--- src/rtl/mc_pkg.sv ---
// Shared encodings for the multicycle ARM control unit: FSM states, datapath
// select codes, opcode classes, DP commands and condition codes.
package mc_pkg;

  typedef enum logic [3:0] {
    FETCH,
    DECODE,
    MEMADR,
    MEMRD,
    MEMWR,
    MEMWB,
    EXECR,
    EXECI,
    ALUWB,
    BRANCH,
    ILLEGAL
  } state_t;

  localparam logic [2:0] ALU_ADD = 3'b000;
  localparam logic [2:0] ALU_SUB = 3'b001;
  localparam logic [2:0] ALU_AND = 3'b010;
  localparam logic [2:0] ALU_ORR = 3'b011;

  localparam logic [1:0] SRCB_RD2  = 2'b00;
  localparam logic [1:0] SRCB_IMM  = 2'b01;
  localparam logic [1:0] SRCB_FOUR = 2'b10;

  localparam logic [1:0] RES_ALUOUT    = 2'b00;
  localparam logic [1:0] RES_DATA      = 2'b01;
  localparam logic [1:0] RES_ALURESULT = 2'b10;

  localparam logic [1:0] IMM_DP  = 2'b00;
  localparam logic [1:0] IMM_MEM = 2'b01;
  localparam logic [1:0] IMM_BR  = 2'b10;

  localparam logic [1:0] OP_DP    = 2'b00;
  localparam logic [1:0] OP_MEM   = 2'b01;
  localparam logic [1:0] OP_BR    = 2'b10;
  localparam logic [1:0] OP_UNDEF = 2'b11;

  localparam logic [3:0] CMD_AND = 4'b0000;
  localparam logic [3:0] CMD_SUB = 4'b0010;
  localparam logic [3:0] CMD_ADD = 4'b0100;
  localparam logic [3:0] CMD_CMP = 4'b1010;
  localparam logic [3:0] CMD_ORR = 4'b1100;

  localparam logic [3:0] COND_EQ = 4'b0000;
  localparam logic [3:0] COND_NE = 4'b0001;
  localparam logic [3:0] COND_CS = 4'b0010;
  localparam logic [3:0] COND_CC = 4'b0011;
  localparam logic [3:0] COND_MI = 4'b0100;
  localparam logic [3:0] COND_PL = 4'b0101;
  localparam logic [3:0] COND_VS = 4'b0110;
  localparam logic [3:0] COND_VC = 4'b0111;
  localparam logic [3:0] COND_HI = 4'b1000;
  localparam logic [3:0] COND_LS = 4'b1001;
  localparam logic [3:0] COND_GE = 4'b1010;
  localparam logic [3:0] COND_LT = 4'b1011;
  localparam logic [3:0] COND_GT = 4'b1100;
  localparam logic [3:0] COND_LE = 4'b1101;
  localparam logic [3:0] COND_AL = 4'b1110;
  localparam logic [3:0] COND_NV = 4'b1111;

  // NV (1111) is treated as always-execute on this datapath.
  function automatic logic condPass(input logic [3:0] cond, input logic [3:0] nzcv);
    logic n, z, c, v;
    {n, z, c, v} = nzcv;
    case (cond)
      COND_EQ: condPass = z;
      COND_NE: condPass = ~z;
      COND_CS: condPass = c;
      COND_CC: condPass = ~c;
      COND_MI: condPass = n;
      COND_PL: condPass = ~n;
      COND_VS: condPass = v;
      COND_VC: condPass = ~v;
      COND_HI: condPass = c & ~z;
      COND_LS: condPass = ~c | z;
      COND_GE: condPass = (n == v);
      COND_LT: condPass = (n != v);
      COND_GT: condPass = ~z & (n == v);
      COND_LE: condPass = z | (n != v);
      default: condPass = 1'b1;
    endcase
  endfunction

endpackage

--- src/rtl/mc_controller_if.sv ---
// Instruction fields, ALU flags and datapath strobes exchanged between the
// multicycle controller (master) and the datapath (slave).
interface mc_controller_if;
  logic [3:0] Cond;
  logic [1:0] Op;
  logic [5:0] Funct;
  logic [3:0] Rd;
  logic [3:0] ALUFlags;

  logic       PCWrite;
  logic       MemWrite;
  logic       RegWrite;
  logic       IRWrite;
  logic       AdrSrc;
  logic [1:0] RegSrc;
  logic       ALUSrcA;
  logic [1:0] ALUSrcB;
  logic [1:0] ResultSrc;
  logic [1:0] ImmSrc;
  logic [2:0] ALUControl;
  logic       Illegal;

  modport master (
    input  Cond, Op, Funct, Rd, ALUFlags,
    output PCWrite, MemWrite, RegWrite, IRWrite, AdrSrc, RegSrc,
           ALUSrcA, ALUSrcB, ResultSrc, ImmSrc, ALUControl, Illegal
  );

  modport slave (
    output Cond, Op, Funct, Rd, ALUFlags,
    input  PCWrite, MemWrite, RegWrite, IRWrite, AdrSrc, RegSrc,
           ALUSrcA, ALUSrcB, ResultSrc, ImmSrc, ALUControl, Illegal
  );
endinterface

--- src/rtl/mc_controller_cond_unit.sv ---
// NZCV flag register with condition evaluation and gated flag writes.
// condHeld remembers the previous cycle's verdict so a writeback state can
// act on the pre-update flags of its own execute cycle.
module cond_unit
  import mc_pkg::*;
(
  input  logic       clk,
  input  logic       reset,
  input  logic [3:0] Cond,
  input  logic [3:0] ALUFlags,
  input  logic       flagReq,
  input  logic       cvReq,
  input  logic       useHeld,
  output logic       CondEx
);

  logic [3:0] nzcv;
  logic       condLive;
  logic       condHeld;

  assign condLive = condPass(Cond, nzcv);
  assign CondEx   = useHeld ? condHeld : condLive;

  // NZ follow any permitted flag write; CV only for arithmetic commands.
  always_ff @(posedge clk) begin
    if (reset) begin
      nzcv     <= 4'b0000;
      condHeld <= 1'b0;
    end else begin
      condHeld <= condLive;
      if (flagReq && condLive) begin
        nzcv[3:2] <= ALUFlags[3:2];
        if (cvReq) nzcv[1:0] <= ALUFlags[1:0];
      end
    end
  end

endmodule

--- src/rtl/mc_controller.sv ---
// Multicycle control FSM for the shared-ALU ARM datapath (LDR/STR/DP/B).
// Define MC_ILLEGAL_TRAP_EN to trap Op=11 into a sticky Illegal flag.
module mc_controller
  import mc_pkg::*;
(
  input  logic       clk,
  input  logic       reset,
  mc_controller_if.master bus
);

  state_t     state, nextState;
  logic [3:0] cmd;
  logic       isImm, sBit, lBit, uBit;
  logic       cmdKnown, cmdIsCmp, cmdHasCarry;
  logic [2:0] cmdAlu;
  logic       condEx, flagReq, cvReq, useHeld;
  logic       pcWriteRaw, memWriteRaw, regWriteRaw, irWriteRaw;

  assign cmd   = bus.Funct[4:1];
  assign isImm = bus.Funct[5];
  assign uBit  = bus.Funct[3];
  assign sBit  = bus.Funct[0];
  assign lBit  = bus.Funct[0];

  // Unknown commands fall back to ADD and never write the register file.
  always_comb begin
    cmdAlu      = ALU_ADD;
    cmdKnown    = 1'b1;
    cmdIsCmp    = 1'b0;
    cmdHasCarry = 1'b0;
    case (cmd)
      CMD_ADD: begin cmdAlu = ALU_ADD; cmdHasCarry = 1'b1; end
      CMD_SUB: begin cmdAlu = ALU_SUB; cmdHasCarry = 1'b1; end
      CMD_CMP: begin cmdAlu = ALU_SUB; cmdHasCarry = 1'b1; cmdIsCmp = 1'b1; end
      CMD_AND: cmdAlu = ALU_AND;
      CMD_ORR: cmdAlu = ALU_ORR;
      default: cmdKnown = 1'b0;
    endcase
  end

  assign useHeld = (state == ALUWB);

  cond_unit uCond (
    .clk     (clk),
    .reset   (reset),
    .Cond    (bus.Cond),
    .ALUFlags(bus.ALUFlags),
    .flagReq (flagReq),
    .cvReq   (cvReq),
    .useHeld (useHeld),
    .CondEx  (condEx)
  );

  always_ff @(posedge clk) begin
    if (reset) state <= FETCH;
    else       state <= nextState;
  end

  always_comb begin
    nextState      = state;
    pcWriteRaw     = 1'b0;
    memWriteRaw    = 1'b0;
    regWriteRaw    = 1'b0;
    irWriteRaw     = 1'b0;
    bus.AdrSrc     = 1'b0;
    bus.ALUSrcA    = 1'b0;
    bus.ALUSrcB    = SRCB_RD2;
    bus.ResultSrc  = RES_ALUOUT;
    bus.ALUControl = ALU_ADD;
    flagReq        = 1'b0;
    cvReq          = 1'b0;
    case (state)
      FETCH: begin
        irWriteRaw    = 1'b1;
        pcWriteRaw    = 1'b1;
        bus.ALUSrcA   = 1'b1;
        bus.ALUSrcB   = SRCB_FOUR;
        bus.ResultSrc = RES_ALURESULT;
        nextState     = DECODE;
      end
      DECODE: begin
        bus.ALUSrcA   = 1'b1;
        bus.ALUSrcB   = SRCB_FOUR;
        bus.ResultSrc = RES_ALURESULT;
        case (bus.Op)
          OP_MEM:  nextState = MEMADR;
          OP_DP:   nextState = isImm ? EXECI : EXECR;
          OP_BR:   nextState = BRANCH;
`ifdef MC_ILLEGAL_TRAP_EN
          default: nextState = ILLEGAL;
`else
          default: nextState = FETCH;
`endif
        endcase
      end
      MEMADR: begin
        bus.ALUSrcB    = SRCB_IMM;
        bus.ALUControl = uBit ? ALU_ADD : ALU_SUB;
        nextState      = lBit ? MEMRD : MEMWR;
      end
      MEMRD: begin
        bus.AdrSrc = 1'b1;
        nextState  = MEMWB;
      end
      MEMWR: begin
        bus.AdrSrc  = 1'b1;
        memWriteRaw = condEx;
        nextState   = FETCH;
      end
      MEMWB: begin
        bus.ResultSrc = RES_DATA;
        regWriteRaw   = condEx;
        pcWriteRaw    = condEx && (bus.Rd == 4'hF);
        nextState     = FETCH;
      end
      EXECR, EXECI: begin
        bus.ALUSrcB    = (state == EXECI) ? SRCB_IMM : SRCB_RD2;
        bus.ALUControl = cmdAlu;
        flagReq        = sBit || cmdIsCmp;
        cvReq          = cmdHasCarry;
        nextState      = ALUWB;
      end
      ALUWB: begin
        regWriteRaw = condEx && cmdKnown && !cmdIsCmp;
        pcWriteRaw  = condEx && cmdKnown && !cmdIsCmp && (bus.Rd == 4'hF);
        nextState   = FETCH;
      end
      BRANCH: begin
        bus.ALUSrcB   = SRCB_IMM;
        bus.ResultSrc = RES_ALURESULT;
        pcWriteRaw    = condEx;
        nextState     = FETCH;
      end
      default: nextState = FETCH;
    endcase
  end

  // Register-source and immediate selects depend only on the latched instruction.
  assign bus.RegSrc = {(bus.Op == OP_MEM) && !lBit, bus.Op == OP_BR};
  assign bus.ImmSrc = bus.Op;

  assign bus.PCWrite  = pcWriteRaw  & ~reset;
  assign bus.MemWrite = memWriteRaw & ~reset;
  assign bus.RegWrite = regWriteRaw & ~reset;
  assign bus.IRWrite  = irWriteRaw  & ~reset;

`ifdef MC_ILLEGAL_TRAP_EN
  logic illegalReg;

  always_ff @(posedge clk) begin
    if (reset)                 illegalReg <= 1'b0;
    else if (state == ILLEGAL) illegalReg <= 1'b1;
  end

  assign bus.Illegal = illegalReg;
`else
  assign bus.Illegal = 1'b0;
`endif

endmodule

--- src/flat_wrapper.sv ---
// flat-port wrapper written by rule: the top's interface ports become plain ports
module mc_controller_flat import mc_pkg::*;
  (clk, reset, bus_Cond, bus_Op, bus_Funct, bus_Rd, bus_ALUFlags, bus_PCWrite, bus_MemWrite, bus_RegWrite, bus_IRWrite, bus_AdrSrc, bus_RegSrc, bus_ALUSrcA, bus_ALUSrcB, bus_ResultSrc, bus_ImmSrc, bus_ALUControl, bus_Illegal);
  mc_controller_if bus_i ();
  input  logic clk;
  input  logic reset;
  input wire logic [$bits(bus_i.Cond)-1:0] bus_Cond;
  input wire logic [$bits(bus_i.Op)-1:0] bus_Op;
  input wire logic [$bits(bus_i.Funct)-1:0] bus_Funct;
  input wire logic [$bits(bus_i.Rd)-1:0] bus_Rd;
  input wire logic [$bits(bus_i.ALUFlags)-1:0] bus_ALUFlags;
  output wire logic [$bits(bus_i.PCWrite)-1:0] bus_PCWrite;
  output wire logic [$bits(bus_i.MemWrite)-1:0] bus_MemWrite;
  output wire logic [$bits(bus_i.RegWrite)-1:0] bus_RegWrite;
  output wire logic [$bits(bus_i.IRWrite)-1:0] bus_IRWrite;
  output wire logic [$bits(bus_i.AdrSrc)-1:0] bus_AdrSrc;
  output wire logic [$bits(bus_i.RegSrc)-1:0] bus_RegSrc;
  output wire logic [$bits(bus_i.ALUSrcA)-1:0] bus_ALUSrcA;
  output wire logic [$bits(bus_i.ALUSrcB)-1:0] bus_ALUSrcB;
  output wire logic [$bits(bus_i.ResultSrc)-1:0] bus_ResultSrc;
  output wire logic [$bits(bus_i.ImmSrc)-1:0] bus_ImmSrc;
  output wire logic [$bits(bus_i.ALUControl)-1:0] bus_ALUControl;
  output wire logic [$bits(bus_i.Illegal)-1:0] bus_Illegal;
  assign bus_i.Cond = bus_Cond;
  assign bus_i.Op = bus_Op;
  assign bus_i.Funct = bus_Funct;
  assign bus_i.Rd = bus_Rd;
  assign bus_i.ALUFlags = bus_ALUFlags;
  assign bus_PCWrite = bus_i.PCWrite;
  assign bus_MemWrite = bus_i.MemWrite;
  assign bus_RegWrite = bus_i.RegWrite;
  assign bus_IRWrite = bus_i.IRWrite;
  assign bus_AdrSrc = bus_i.AdrSrc;
  assign bus_RegSrc = bus_i.RegSrc;
  assign bus_ALUSrcA = bus_i.ALUSrcA;
  assign bus_ALUSrcB = bus_i.ALUSrcB;
  assign bus_ResultSrc = bus_i.ResultSrc;
  assign bus_ImmSrc = bus_i.ImmSrc;
  assign bus_ALUControl = bus_i.ALUControl;
  assign bus_Illegal = bus_i.Illegal;
  mc_controller u_core (.clk(clk), .reset(reset), .bus(bus_i));
endmodule
--- config.mk ---
export PLATFORM = sky130hd
export DESIGN_NAME = mc_controller_flat
export DESIGN_NICKNAME = d
export VERILOG_FILES = /design/src/rtl/mc_pkg.sv /design/src/rtl/mc_controller_if.sv /design/src/rtl/mc_controller_cond_unit.sv /design/src/rtl/mc_controller.sv /design/src/flat_wrapper.sv
export SDC_FILE = /design/constraint.sdc
export NUM_CORES = 1
export LEC_CHECK = 0
export ABC_AREA = 1
export CAP_MARGIN = 10
export CORE_MARGIN = 5
export CORE_UTILIZATION = 37
export DETAILED_ROUTE_END_ITERATION = 16
export HOLD_SLACK_MARGIN = 0.05
export PLACE_DENSITY = 0.75
export SYNTH_ARGS = -nofsm -noshare
export SYNTH_HDL_FRONTEND = slang
export SYNTH_SLANG_ARGS = --single-unit
--- constraint.sdc ---
create_clock -name clk -period 1.4 [get_ports clk]
set_clock_uncertainty 0.15 [all_clocks]
set_input_delay 0.28 -clock clk [delete_from_list [all_inputs] [get_ports clk]]
set_output_delay 0.28 -clock clk [all_outputs]
set_load 0.01 [all_outputs]
==> impl_metrics.py, run 1 <==
metrics = {
    "final_layout": {
        "syn2layout_area_growth_pct": 134,
        "final_common_cell": "buf_4",
        "insertedDiodeCount": 0,
        "drive_above_1_share_pct": 63.8,
        "instances_no_fill": 288,
        "final_area_sq_mm": 0.00206,
        "final_cell_mix": "buf_4, nand2_1, buf_6, nor2_1, nand2_2",
        "final-seq-area_sq_um": 200,
        "fin_nets": 283,
        "multi_input_area_sq_um": 857,
        "fill_cells": 85,
    },
    "yosys": {
        "synth_top_family_by_area": "simple AND/OR/NAND/NOR gates",
        "syn_inst": 163,
        "synth_compound_area_share_pct": 11.5,
        "synth_xor_area_share_pct": 0,
        "synthSimpleGateAreaFrac_pct": 51.8,
        "synth_cell_types": 22,
        "yosysWarnings": 0,
        "synth_seq_area_share_pct": 20.5,
        "yosys.area_share.adder_pct": 0,
        "synthMuxAreaShare_pct": 0,
        "syn_avg_cell_area_sq_um": 5.40,
        "yosys_register_bits": 9,
        "syn_area_sq_um": 881,
    },
    "timing": {
        "hold_viol": 0,
        "tns_ps": -8370,
        "fin_crit_sh_pct": 150,
        "finalMaxSlewViolations": 0,
        "rsz0062_at_grt": "true",
        "setup_violations": 22,
        "clock.fmax_mhz": 478,
        "fin_crit_ps": 2090,
        "setup_ws_ps": -694,
        "hold_slack_ps": 401,
    },
    "routing": {
        "via_per_inst": 5.75,
        "wl_microns": 5520,
        "drt-initial-drc-count": 222,
        "drtPass1Iterations": 5,
        "postRouteAntennaNets": 0,
        "num_vias": 1657,
        "wire_per_inst_microns": 19.2,
        "drc_errors": 0,
    },
    "critical_path": {
        "path_max_fanout": 3,
        "path_class": "flip-flop to primary output",
        "critPathCaptureType": "primary output",
        "worstPathRequired_ps": 970,
        "critPathArrivalTime_ps": 1660,
        "cp-start-kind": "flip-flop",
    },
    "clock_network": {
        "cts_root_buf": "clkbuf_4",
        "cts_tree": "yes",
        "clk_latency_ps": 260,
        "clock_sinks": 9,
        "hold_buffers": 0,
        "numCtsBuffers": 3,
        "clockBufferDepth": 2,
        "clk_pin_slew_worst_paths_ps": 60,
        "cts_max_level": 1,
    },
    "pwr": {
        "p_leak_nw": 0.999,
        "seq_power_share_pct": 22.8,
        "switching_share_pct": 38.7,
        "p_int_mw": 0.775,
        "comb_power_share_pct": 60.8,
        "irDropWorstVdd_v": 0.000803,
        "p_switching_mw": 0.488,
        "powerDensity_mw_per_mm2": 613,
        "clkPwrFrac_pct": 16.4,
    },
    "placement": {
        "portBuffers": 37,
        "dp.cells": 262,
        "place_congestion": 0.955,
        "hpwl_microns": 2660,
        "placed_area_sq_mm": 0.00158,
    },
    "floorplanning": {
        "die-area_sq_mm": 0.00346,
        "die_height_microns": 58.8,
        "coreArea_sq_mm": 0.00223,
        "die_w_microns": 58.8,
        "initial_core_util_pct": 39.4,
        "row_count": 17,
        "num_io_pins": 40,
    },
    "global_route": {
        "grt_max_degree": 8,
        "grt_pass1_wl_microns": 6760,
        "grtUsageTotal_pct": 25.3,
        "antenna_found_initial": 0,
        "globalRouteOverflowTotal": 0,
        "grt_pass1_vias": 1521,
    },
    "outcome": {
        "violations": "negative setup slack",
        "status": "finished with violations",
    },
    "min_path": {
        "hold_path_class": "flip-flop to flip-flop",
    },
    "flow_run": {
        "maxCapViolations": 0,
    },
}
Yosys cell counts:
| cell | number | share of area (%) |
|---|---|---|
| a21oi_1 | 7 | 4.0 |
| inv_2 | 5 | 2.1 |
| nand4_1 | 1 | 0.71 |
| dfxtp_1 | 9 | 20 |
| nor3_1 | 6 | 3.4 |
| buf_4 | 5 | 4.3 |
| nand2_2 | 3 | 2.1 |
| a41oi_1 | 1 | 0.99 |
| nand3_4 | 1 | 2.0 |
| conb_1 | 1 | 0.43 |
| nand3_1 | 15 | 8.5 |
| o211ai_1 | 1 | 0.85 |
| nand2_1 | 44 | 19 |
| nor2_2 | 2 | 1.4 |
| o21ai_0 | 3 | 1.7 |
| inv_1 | 21 | 8.9 |
| nand2_4 | 1 | 1.3 |
| o221ai_1 | 1 | 0.99 |
| a21oi_4 | 1 | 1.8 |
| nor2_1 | 32 | 14 |
| o21ai_1 | 2 | 1.1 |
| clkinv_1 | 1 | 0.43 |
routing by layer:
layer	wire (microns)	GRT usage [%]	up-vias
met5	0	0	-
met3	501	7.24	46
li1	-	-	708
met4	361	11.0	0
met1	2020	24.6	775
met2	2640	48.7	128
layout make-up:
type | instances | share of cell area (%)
Timing Repair Buffer | 97 | 40.6
Multi-Input combinational cell | 123 | 41.6
Tap cell | 28 | 1.70
Clock buffer | 4 | 1.28
Sequential cell | 9 | 9.72
Inverter | 27 | 5.04
what timing repair did:
item | in CTS | in global routing
pin swaps | 24 | 27
buffers inserted | 10 | 17
endpoints found under the setup margin | 24 | 22
resized for setup | 135 | 51
endpoints found under the hold margin | 0 | 0
gates cloned | 0 | 0
worst max-delay path, stage by stage (launching register included):
cell	delay, ps
dfxtp_2	370
nand2_1	110
nand2_1	90
nand2_1	50
nand3_1	100
nand2_2	70
nor2_4	130
nand2_4	80
nand2_4	90
nand2_2	60
nand2_2	60
nand3_2	70
buf_6	120
power groups by stage:
stage | logic, mW | clock network [mW] | registers, mW
final | 0.768 | 0.207 | 0.288
after detailed placement | 0.474 | 0 | 0.287
after global placement | 0.463 | 0 | 0.286
after floorplan | 0.190 | 0 | 0.290
after CTS | 0.577 | 0.205 | 0.286
after global routing | 0.806 | 0.232 | 0.289
registers in the layout, summed over array words and instances (netlist names):
register	count
u_core.uCond.nzcv	4
u_core.state	4
u_core.uCond.condHeld	1
through the flow:
stage	util [%]	setup WS, ps	power, mW
6_report	92.2	-694	1.26
5_1_grt	92.2	-773	1.33
4_1_cts	81.7	-629	1.07
3_5_place_dp	70.8	-1320	0.761
3_3_place_gp	70.8	-1250	0.749
2_1_floorplan	-	-174	0.480
cell families after synthesis:
family	count (synthesis)
AND/OR/NAND/NOR	105
buffers and inverters	32
flip-flops	9
AO/OA/AOI/OAI	16
other	1
path summary, 6_finish.rpt:
kind                                           from                           endpoint  slack, ps  cells after the start
setup / recovery  u_core.uCond.nzcv[0]$_SDFFE_PP0P_                        bus_PCWrite       -690                     12
hold reg to reg   u_core.uCond.nzcv[3]$_SDFFE_PP0P_  u_core.uCond.nzcv[3]$_SDFFE_PP0P_        400                      2
hold / removal    u_core.uCond.nzcv[3]$_SDFFE_PP0P_  u_core.uCond.nzcv[3]$_SDFFE_PP0P_        400                      2
setup reg to reg         u_core.state[2]$_SDFF_PP0_  u_core.uCond.nzcv[1]$_SDFFE_PP0P_       -420                     10
Note: power is estimated with default switching activity, not from simulation.
==> run 2: changes to the inputs <==
CORE_UTILIZATION = 30   (was 37)
PLACE_DENSITY = 0.62   (was 0.75)
==> run 2 against run 1 <==
  * The run still ends with negative setup slack left
  * Core utilization fell by 21 points
  * Combinational power fell by 17%
  * Sequential share of layout area rose by 0.10 points
  * Clock-buffer cell count fell by 1
  * Final cell count fell by 2.4%
  * Maximum frequency rose by 1.9%
  * First-iteration DRC count fell by 84%
  * Critical path type is now input pin to primary output
==> impl_metrics.py, run 2 (synthesized netlist as in run 1, its figures left out) <==
metrics = {
    "routing": {
        "drc_errors": 0,
        "postRouteAntennaNets": 0,
        "via_per_inst": 4.90,
        "wire_per_inst_microns": 13.8,
        "drt-initial-drc-count": 35,
        "wl_microns": 3870,
        "drtPass1Iterations": 4,
        "num_vias": 1377,
    },
    "critical_path": {
        "path_common_cell": "nand2_4",
        "reg2regPathDepth": 11,
        "cp-start-kind": "input pin",
        "r2r-start": "u_core.state[3]$_SDFF_PP0_",
        "path_class": "input pin to primary output",
        "critPathCaptureType": "primary output",
        "critPathArrivalTime_ps": 1620,
        "worstPathCellList": "dlygate4sd2_1, a21oi_1, nor2_2, nand2_2, nand2_2, nor2_4, nand2_4, nand2_4, nand2_4, nand3_2, nand3_2, buf_6",
        "path_max_fanout": 4,
        "worstPathRequired_ps": 970,
        "r2r_slack_ps": -240,
        "cpMaxStageDelayCell": "dlygate4sd2_1",
        "slowest_delay_ps": 290,
        "r2r_end": "u_core.uCond.nzcv[0]$_SDFFE_PP0P_",
    },
    "global_route": {
        "grt_max_degree": 8,
        "antenna_found_initial": 0,
        "grt_pass1_vias": 1355,
        "globalRouteOverflowTotal": 0,
        "grtUsageTotal_pct": 18.0,
        "grt_pass1_wl_microns": 6070,
    },
    "final_layout": {
        "final_common_cell": "buf_4",
        "syn2layout_area_growth_pct": 126,
        "largestRegisters": "u_core.state (4), u_core.uCond.nzcv (4), u_core.uCond.condHeld (1)",
        "drive_above_1_share_pct": 60.4,
        "multi_input_area_sq_um": 851,
        "final-seq-area_sq_um": 195,
        "insertedDiodeCount": 0,
        "fin_nets": 273,
        "fill_cells": 210,
        "final_cell_mix": "buf_4, nand2_1, buf_6, nor2_1, inv_1",
        "instances_no_fill": 281,
    },
    "pwr": {
        "irDropWorstVdd_v": 0.000527,
        "p_total_mw": 1.12,
        "powerDensity_mw_per_mm2": 563,
        "p_leak_nw": 0.975,
    },
    "clock_network": {
        "clock_sinks": 9,
        "cts_tree": "yes",
        "clk_pin_slew_worst_paths_ps": 60,
        "cts_max_level": 1,
        "clk_latency_ps": 260,
        "hold_buffers": 0,
        "clockBufferDepth": 2,
        "numCtsBuffers": 3,
        "cts_root_buf": "clkbuf_4",
    },
    "floorplanning": {
        "initial_core_util_pct": 31.7,
        "die_height_microns": 64.2,
        "row_count": 19,
        "die_w_microns": 64.2,
        "coreArea_sq_mm": 0.00278,
        "die-area_sq_mm": 0.00412,
        "num_io_pins": 40,
    },
    "min_path": {
        "min_path_cells": 3,
        "min_from": "bus_Op[1]",
        "hold_end": "u_core.state[0]$_SDFF_PP0_",
        "hold_path_class": "input pin to flip-flop",
    },
    "placement": {
        "place_congestion": 0.892,
        "hpwl_microns": 2520,
        "pre_cts_ws_ps": -1340,
        "portBuffers": 37,
        "dp.cells": 266,
    },
    "timing": {
        "hold_slack_ps": 269,
        "fin_crit_ps": 2050,
        "tns_ps": -5910,
        "rsz0062_at_grt": "true",
        "clock.fmax_mhz": 487,
        "setup_ws_ps": -654,
        "hold_viol": 0,
        "setup_violations": 17,
        "finalMaxSlewViolations": 0,
        "fin_crit_sh_pct": 147,
    },
    "flow_run": {
        "maxCapViolations": 0,
    },
    "outcome": {
        "violations": "negative setup slack",
        "status": "finished with violations",
    },
}
## run 2: cell type report
class | instances | area share (%)
well taps | 31 | 1.95
flip-flops and latches | 9 | 9.82
inverters | 27 | 5.35
clock inverters | 1 | 0.252
clock buffers | 3 | 1.13
multi-input cells | 123 | 42.8
repair buffers | 87 | 38.7
## run 2: how the worst max path moves through the flow
stage,from,slack [ps],cells past startpoint,to
floorplan,u_core.uCond.nzcv[2]$_SDFFE_PP0P_,-170,12,bus_RegWrite
global placement,bus_Cond[1],-1300,14,bus_MemWrite
detailed placement,bus_Cond[1],-1340,14,bus_MemWrite
CTS,u_core.uCond.nzcv[1]$_SDFFE_PP0P_,-590,13,bus_PCWrite
global route,bus_Cond[2],-720,13,bus_PCWrite
finish,bus_Cond[2],-650,12,bus_PCWrite
## run 2: repair_timing
item	4_1_cts	5_1_grt
endpoints found under the setup margin	24	22
setup buffers	20	5
pin swaps	21	13
resized for setup	145	36
## run 2: worst max-delay path, delay by kind of cell
kind            cells  cell delay, ps
buf+inv             2             410
simple gates        9             710
compound gates      1             240
## run 2: where the power goes
part           internal [mW]  total [mW]  leakage (nW)  switching [mW]
logic                  0.332       0.641         0.880           0.309
registers              0.270       0.284        0.0775          0.0141
clock network          0.105       0.194        0.0177          0.0893
## run 2: stage by stage
stage	area (sq um)	util, %
after global placement	1590	57.2
after global routing	1990	71.4
final	1990	71.4
after CTS	1900	68.4
after detailed placement	1590	57.2
after floorplan	927	-
## run 2: routing by layer
metal	GRT usage [%]	vias to the layer above	wire [microns]
met5	0	-	0
met4	4.83	0	81
met3	2.98	10	237
met2	34.3	50	2040
met1	20.4	633	1510
li1	-	684	-
==> RTL change, RTL diff (config.mk and constraints of run 2) <==
Re-encode `state_t` (11 states) as Gray code, 4 bits wide.
--- a/src/rtl/mc_pkg.sv
+++ b/src/rtl/mc_pkg.sv
@@ -4,15 +4,15 @@
 
   typedef enum logic [3:0] {
-    FETCH,
-    DECODE,
-    MEMADR,
-    MEMRD,
-    MEMWR,
-    MEMWB,
-    EXECR,
-    EXECI,
-    ALUWB,
-    BRANCH,
-    ILLEGAL
+    FETCH   = 4'b0000,
+    DECODE  = 4'b0001,
+    MEMADR  = 4'b0011,
+    MEMRD   = 4'b0010,
+    MEMWR   = 4'b0110,
+    MEMWB   = 4'b0111,
+    EXECR   = 4'b0101,
+    EXECI   = 4'b0100,
+    ALUWB   = 4'b1100,
+    BRANCH  = 4'b1101,
+    ILLEGAL = 4'b1111
   } state_t;
 
Check against the original RTL: no difference found for any inputs over 10 cycles, from zero or initial values and one cycle with reset high; not proved beyond that.
==> RTL change against run 2 <==
Non-clock buffer count shrank 3; wire length fell by 0.10%; critical endpoint unchanged; synthesized area is 0.85% higher; the flow still finishes with violations (negative setup slack); design area down 3.4%; total power grew 28%; combinational power rose by 40%; worst setup slack improved by 0.018 ns; synthesized cell count is 2.5% higher; sequential cell count did not move; critical path type is now reg -> out; worst hold slack gained 0.094 ns.
==> RTL change: results (changes against run 2) <==
status:
  outcome: "finished with violations"  # unchanged
  violations: "negative setup slack"  # unchanged
setup_path:
  critical_path.slowest_cell: "dfxtp_2"  # was dlygate4sd2_1
  ff2ff_path_depth: 10  # was 11
  worstPathMaxFanout: 3  # was 4
  startpoint: "u_core.uCond.nzcv[2]"  # was bus_Cond[2]
  cp_slowest_stage_delay_ns: 0.33  # was 0.29 ns
clock_network:
  postCtsResizedCells: 142  # was 145
  post-cts-setup-buffer-count: 10  # was 20
place:
  post_dp_cell_area_um2: 1615  # was 1592 µm²
  gp_congestion: 0.8748  # was 0.8923
  preCtsSetupSlack_ns: -1.334  # was -1.342 ns
  post-dp-hpwl_um: 2556  # was 2524 µm
hold_path:
  hold_end: "u_core.state[2]"  # was u_core.state[0]
  min_from: "bus_Op[0]"  # was bus_Op[1]
power:
  switching_share_pct: 40.99  # was 36.86%
  pwr-share-comb_pct: 62.6  # was 57.3%
  power_leakage_nw: 0.9385  # was 0.9751 nW
  p_per_area_nw_per_um2: 749.3  # was 563.4 nW/µm²
  clkPwrFrac_pct: 14.3  # was 17.4%
logic_synthesis:
  yosysSeqAreaShare_pct: 20.28  # was 20.45%
  synthTopCellsByArea: "dfxtp_1 20%, nand2_1 18%, nor2_1 13%"  # was dfxtp_1 20%, nand2_1 19%, nor2_1 14%
  ys_types: 21  # was 22
  synth_commonest_cells: "43 x nand2_1, 30 x nor2_1, 23 x inv_1"  # was 44 x nand2_1, 32 x nor2_1, 21 x inv_1
  syn_avg_cell_area_um2: 5.319  # was 5.404 µm²
routing:
  vias_per_cell: 4.830  # was 4.900
  via_count: 1362  # was 1,377
timing:
  fin_ws_ns: -0.6367  # was -0.6544 ns
  setup_tns_ns: -6.339  # was -5.915 ns
  setup_viol: 19  # was 17
  holdWs_ns: 0.3630  # was 0.2685 ns
layout:
  fill_cells: 239  # was 210
global_routing:
  grt_pass1_wl_um: 6134  # was 6065 µm
==> RTL change: area by class of cell <==
type | instances | area (µm²) | area share (%)
multi-input combinational | 126 | 809.5 | 42.18
tap | 31 | 38.79 | 2.021
sequential | 9 | 200.2 | 10.43
inverter | 28 | 115.1 | 5.997
timing repair buffer | 84 | 729.5 | 38.01
clock buffer | 4 | 26.28 | 1.369
==> RTL change: per-layer routing <==
metal  vias to the layer above  GRT usage, %  part of all wire (%)
met5                         -             0                     0
met4                         0         6.069                   1.5
met3                         7         3.627                   5.8
met2                        50         33.76                    53
met1                       618         21.13                    39
li1                        687             -                     -
==> RTL change: kinds of logic after synthesis <==
| family | count (synthesis) | synth area share, % |
|---|---|---|
| buffers and inverters | 33 | 16.06 |
| flip-flops | 9 | 20.28 |
| other | 1 | 0.4221 |
| AND/OR/NAND/NOR | 107 | 52.11 |
| AO/OA/AOI/OAI | 17 | 11.13 |
